### src/rtl/cpu_fwd_pkg.sv
// Shared types for the EX-stage forwarding / load-use hazard unit.
// The shadow slots hold only what forwarding needs: valid, rd, write-enable and load flag.
package cpu_fwd_pkg;

  localparam int FWD_REG_ADDR_W = 4;

  typedef enum logic [2:0] {
    FWD_REGFILE = 3'b000,
    FWD_EXMEM   = 3'b001,
    FWD_MEMWB   = 3'b010
  } fwd_sel_t;

  typedef struct packed {
    logic                      valid;
    logic [FWD_REG_ADDR_W-1:0] rd;
    logic                      we;
    logic                      is_load;
  } ex_slot_t;

  // MEM and WB slots share a layout; the load flag is no longer interesting past EX
  typedef struct packed {
    logic                      valid;
    logic [FWD_REG_ADDR_W-1:0] rd;
    logic                      we;
  } mw_slot_t;

  function automatic logic is_writer(input logic v, input logic we,
                                     input logic [FWD_REG_ADDR_W-1:0] rd);
    return v & we & (rd != '0);
  endfunction

endpackage

### src/rtl/fwd_select_calc.sv
// Per-operand forwarding select: youngest producer (EX/MEM) beats MEM/WB; r0 never forwards.
module fwd_select_calc
  import cpu_fwd_pkg::*;
(
  input  logic [FWD_REG_ADDR_W-1:0] rs_i,
  input  logic                      used_i,
  input  ex_slot_t                  ex_i,
  input  mw_slot_t                  mem_i,
  output fwd_sel_t                  sel_o
);

  logic live, ex_hit, mem_hit;

  assign live = used_i & (rs_i != '0);
  // A load in EX has no data yet; the stall path turns that case into a MEM/WB forward
  assign ex_hit  = live & is_writer(ex_i.valid, ex_i.we, ex_i.rd) & ~ex_i.is_load & (rs_i == ex_i.rd);
  assign mem_hit = live & is_writer(mem_i.valid, mem_i.we, mem_i.rd) & (rs_i == mem_i.rd);

  always_comb begin
    sel_o = FWD_REGFILE;
    if (ex_hit)       sel_o = FWD_EXMEM;
    else if (mem_hit) sel_o = FWD_MEMWB;
  end

endmodule

### src/rtl/hazard_forward_unit.sv
// Shadow EX/MEM/WB pipeline of destination info, registered operand-mux selects,
// load-use stall generation and a saturating stall-cycle counter.
module hazard_forward_unit
  import cpu_fwd_pkg::*;
#(
  parameter int REG_ADDR_W = FWD_REG_ADDR_W,
  parameter int CNT_W      = 16
) (
  input  logic                  clk,
  input  logic                  rst_n,
  input  logic                  freeze_i,
  input  logic                  flush_i,
  input  logic                  id_valid_i,
  input  logic [REG_ADDR_W-1:0] id_rs1_i,
  input  logic [REG_ADDR_W-1:0] id_rs2_i,
  input  logic                  id_rs1_used_i,
  input  logic                  id_rs2_used_i,
  input  logic [REG_ADDR_W-1:0] id_rd_i,
  input  logic                  id_we_i,
  input  logic                  id_is_load_i,
  input  logic                  stats_clr_i,
  output logic                  stall_o,
  output logic [2:0]            fwd_sel_a_o,
  output logic [2:0]            fwd_sel_b_o,
  output logic [CNT_W-1:0]      stall_cnt_o
);

  localparam int NUM_OPS = 2;

  ex_slot_t                          ex_q, ex_d;
  mw_slot_t                          mem_q, mem_d, wb_q, wb_d;
  logic [NUM_OPS-1:0][2:0]           sel_q, sel_d;
  logic [CNT_W-1:0]                  cnt_q, cnt_d;
  logic [NUM_OPS-1:0][REG_ADDR_W-1:0] rs_v;
  logic [NUM_OPS-1:0]                used_v;
  fwd_sel_t                          sel_c [NUM_OPS];
  logic                              ex_wr, hazard, bubble;

  assign rs_v   = {id_rs2_i, id_rs1_i};
  assign used_v = {id_rs2_used_i, id_rs1_used_i};

  assign ex_wr  = is_writer(ex_q.valid, ex_q.we, ex_q.rd);
  assign hazard = id_valid_i & ex_wr & ex_q.is_load &
                  ((id_rs1_used_i & (id_rs1_i == ex_q.rd)) |
                   (id_rs2_used_i & (id_rs2_i == ex_q.rd)));
  // Flush wins over a hazard: the dependent is being killed anyway
  assign stall_o = hazard & ~flush_i & ~freeze_i;
  assign bubble  = flush_i | stall_o | ~id_valid_i;

  for (genvar g = 0; g < NUM_OPS; g++) begin : g_op
    fwd_select_calc u_calc (
      .rs_i   (rs_v[g]),
      .used_i (used_v[g]),
      .ex_i   (ex_q),
      .mem_i  (mem_q),
      .sel_o  (sel_c[g])
    );
  end

  always_comb begin
    mem_d = '{valid: ex_q.valid, rd: ex_q.rd, we: ex_q.we};
    wb_d  = mem_q;
    ex_d  = '0;
    sel_d = '0;
    if (!bubble) begin
      ex_d  = '{valid: 1'b1, rd: id_rd_i, we: id_we_i, is_load: id_is_load_i};
      sel_d = {sel_c[1], sel_c[0]};
    end
  end

  // Clear is honoured even while frozen; stall_o is already low during freeze
  always_comb begin
    cnt_d = cnt_q;
    if (stats_clr_i)                 cnt_d = '0;
    else if (stall_o && cnt_q != '1) cnt_d = cnt_q + CNT_W'(1);
  end

  always_ff @(posedge clk or negedge rst_n) begin
    if (!rst_n) begin
      ex_q  <= '0;
      mem_q <= '0;
      wb_q  <= '0;
      sel_q <= '0;
    end else if (!freeze_i) begin
      ex_q  <= ex_d;
      mem_q <= mem_d;
      wb_q  <= wb_d;
      sel_q <= sel_d;
    end
  end

  always_ff @(posedge clk or negedge rst_n) begin
    if (!rst_n) cnt_q <= '0;
    else        cnt_q <= cnt_d;
  end

  // WB is tracked for completeness; distance-3 values come from the regfile bypass
  logic unused_wb;
  assign unused_wb = ^wb_q;

  assign fwd_sel_a_o = sel_q[0];
  assign fwd_sel_b_o = sel_q[1];
  assign stall_cnt_o = cnt_q;

endmodule
### config.mk
export PLATFORM = sky130hd
export DESIGN_NAME = hazard_forward_unit
export DESIGN_NICKNAME = d
export VERILOG_FILES = /design/src/rtl/cpu_fwd_pkg.sv /design/src/rtl/fwd_select_calc.sv /design/src/rtl/hazard_forward_unit.sv
export SDC_FILE = /design/constraint.sdc
export NUM_CORES = 1
export LEC_CHECK = 0
export ABC_AREA = 0
export ABC_CLOCK_PERIOD_IN_PS = 2800
export CAP_MARGIN = 10
export CELL_PAD_IN_SITES_DETAIL_PLACEMENT = 0
export CELL_PAD_IN_SITES_GLOBAL_PLACEMENT = 2
export CORE_MARGIN = 4
export CORE_UTILIZATION = 31
export CTS_CLUSTER_SIZE = 14
export DETAILED_ROUTE_END_ITERATION = 6
export MAX_ROUTING_LAYER = met4
export PLACE_DENSITY_LB_ADDON = 0.1
export SETUP_SLACK_MARGIN = 0.3
export SLEW_MARGIN = 40
export SYNTH_ARGS = -nofsm -noshare
export SYNTH_HDL_FRONTEND = slang
export SYNTH_SLANG_ARGS = --single-unit
### constraint.sdc
create_clock -name clk -period 2.8 [get_ports clk]
set_input_delay 0.7 -clock clk [delete_from_list [all_inputs] [get_ports clk]]
set_output_delay 0.7 -clock clk [all_outputs]
set_load 0.02 [all_outputs]
==> flow_summary.yaml <==
sta:
  fin_crit_ns: 2.51
  worst_pin_slew_ns: 0.738
  fmax_mhz: 399
  hold_viol_final: 0
  maxSlewViolCount: 0
  finalSetupViolations: 0
  maxSlewHeadroom_pct: 50.6
  rsz0062_at_grt: "yes"
  fin_crit_sh_pct: 89.6
  skew_ns: 0.00685
  holdWs_ns: 0.507
die:
  die_area_mm2: 0.00782
  io_pins: 45
  initial_core_util_pct: 31.7
  rows: 29
  coreArea_mm2: 0.00631
  die_w_um: 88.4
  fp.dieH_um: 88.4
cts:
  holdBufCountCts: 0
  tritoncts: "yes"
  cts-root-buf: "clkbuf_8"
  path_clk_slew_ns: 0.07
  cts.sinks: 33
  clk_path_buf_depth: 2
  clk_latency_ns: 0.28
  cts_buffers: 5
  htree_levels: 2
pwr:
  p_sw_share_pct: 25.1
  combinationalPowerShare_pct: 15.1
  powerDensity_mw_per_mm2: 365
  intPower_mw: 0.748
  power_leakage_nw: 1.10
  seqPwrFrac_pct: 50.5
  p_switching_mw: 0.251
  ir_drop_mv: 0.189
  pwr-share-clk_pct: 34.4
final_layout:
  final_util_pct: 43.4
  antenna_cells: 0
  syn2layout_area_growth_pct: 36.6
  layout_commonest_cell: "clkdlybuf4s50_1"
  nets: 284
  drive_gt1_share_pct: 27.5
  layout_common_cells: "clkdlybuf4s50_1 (32), dfrtp_1 (30), buf_4 (27)"
setup_path:
  end_kind: "flop"
  cpMaxStageDelayCell: "clkdlybuf4s50_1"
  critPathMaxStageDelay_ns: 0.47
  crit_buf_inv: 2
  worstPathRequired_ns: 2.97
  rrSetupSlack_ns: 0.48
  cp_max_fo: 12
  crit_path_cell_trace: "clkdlybuf4s50_1, nor3b_2, buf_4, nand2_1, o32a_4, nor4_1, mux2_2"
  path_class: "in -> reg"
  cp.arrival_ns: 2.68
  startpoint_type: "input pin"
  critPathTopFamily: "buffers and inverters"
global_routing:
  grt_pass1_vias: 1913
  grtUsageTotal_pct: 15.3
  overflow: 0
  grt_antenna_before_repair: 0
  grt_pass1_wl_mm: 9.04
  grt_max_degree: 34
detailed_routing:
  drc: 0
  via_per_inst: 5.23
  via_count: 1774
  drt_iter0_drc: 54
  ant_nets: 0
  wirelength_mm: 5.33
  wl_per_cell_um: 15.7
  drt-pass1-iter-count: 4
yosys:
  yosysSeqAreaShare_pct: 41.2
  ys.flop_type: "dfrtp_1"
  ys_warn_count: 0
  yosys.area.top_type: "dfrtp_1"
  postSynth.asyncResetShare_pct: 100
  synth-edff-count: 0
  syn_inst: 195
  syn_area_mm2: 0.00200
  synth_top_area_share_pct: 41.2
  synthTopCellsByArea: "dfrtp_1 (41%), mux2_2 (7.9%), xnor2_1 (5.2%), xnor2_2 (3.2%), nor4_1 (3.1%)"
  synthDistinctLibCells: 49
  synth.avg_cell_area_um2: 10.3
  ys_ff_latch: 33
min_path:
  hp-class: "reg -> reg"
place:
  place.gp.congestion: 0.845
  port-buffer-count: 42
  dp_hpwl_mm: 4.01
job:
  cap_violations: 0
outcome:
  status: "finished, final reports clean"
==> layer usage <==
metal | global-route usage [%] | routed length, um | up-vias
li1 | - | - | 858
met1 | 16.9 | 2150 | 854
met2 | 26.7 | 2810 | 48
met3 | 2.98 | 212 | 14
met4 | 6.59 | 151 | 0
met5 | - | 0 | -
==> worst paths after layout <==
path,startpoint,endpoint,depth (start not counted)
max in group asynchronous,rst_n,ex_q[2],2
worst max register to register,ex_q[3],stall_cnt_o[11],7
worst min-delay path,fwd_sel_a_o[1],fwd_sel_a_o[1],1
min in group asynchronous,rst_n,stall_cnt_o[11],2
worst max-delay path,id_valid_i,stall_cnt_o[11],7
worst min register to register,fwd_sel_a_o[1],fwd_sel_a_o[1],1
==> cell usage after synthesis, types with 4 or more instances <==
| master | count |
|---|---|
| or4_1 | 5 |
| nor4_1 | 10 |
| dfrtp_1 | 33 |
| nor3_1 | 9 |
| nor2_1 | 13 |
| clkbuf_1 | 4 |
| xnor2_1 | 12 |
| nand2_1 | 11 |
| nor2b_1 | 9 |
| mux2_2 | 14 |
| nand4_1 | 7 |
| a22o_1 | 7 |
| nand3_1 | 8 |
| xnor2_2 | 4 |
==> worst register-to-register path: stages (launching register included) <==
cell and delay (ns):
dfrtp_2 0.40, buf_4 0.16, xnor2_2 0.14, nand4_2 0.15, buf_4 0.17, o32a_4 0.45
nor4_1 0.36, mux2_2 0.37
==> power by group through the flow <==
stage                     registers [mW]  logic, mW  clock network [mW]
after floorplan                    0.511     0.0751                   0
after global placement             0.516      0.143                   0
after detailed placement           0.516      0.149                   0
after CTS                          0.504      0.154               0.364
after global routing               0.505      0.165               0.389
final                              0.504      0.151               0.344
==> per-stage QoR <==
step	cell area, um2	setup TNS, ns	total power [mW]	instances	worst slack (ns)
4_1_cts	2720	0	1.02	338	0.292
2_1_floorplan	2010	0	0.586	196	0.429
5_1_grt	2740	0	1.06	339	0.229
3_5_place_dp	2610	-2.15	0.665	326	-0.633
6_report	2740	0	0.998	339	0.292
3_3_place_gp	2610	-1.49	0.659	326	-0.554
==> registers in the layout, summed over array words and instances (netlist names) <==
signal and cells:
fwd_sel_a_o 2, mem_q 6, ex_q 7, fwd_sel_b_o 2, stall_cnt_o 16
==> repair_timing <==
action                                  in CTS  in global routing
hold endpoints to repair                     0                  0
setup buffers                                4                  1
gates resized for setup                     31                  1
endpoints found under the setup margin      14                  8
pin swaps                                    9                  1
==> final cells by class <==
type	count	area, um2
tap	77	96.3
timing repair buffer	69	604
inverter	2	7.51
sequential	33	830
clock buffer	8	80.1
fill	641	3570
multi-input combinational	150	1120
==> logic make-up (layout without fill, tap and decap cells) <==
group | after synthesis | after routing | share of synthesized area, %
simple gates | 90 | 90 | 25.8
compound gates | 26 | 26 | 11.0
mux | 15 | 15 | 8.43
xor+xnor | 16 | 16 | 8.49
other cells | 1 | 2 | 0.187
flops | 33 | 33 | 41.2
buf+inv | 13 | 79 | 4.18
fa+ha+maj | 1 | 1 | 0.624
(Power assumes the default switching activity.)
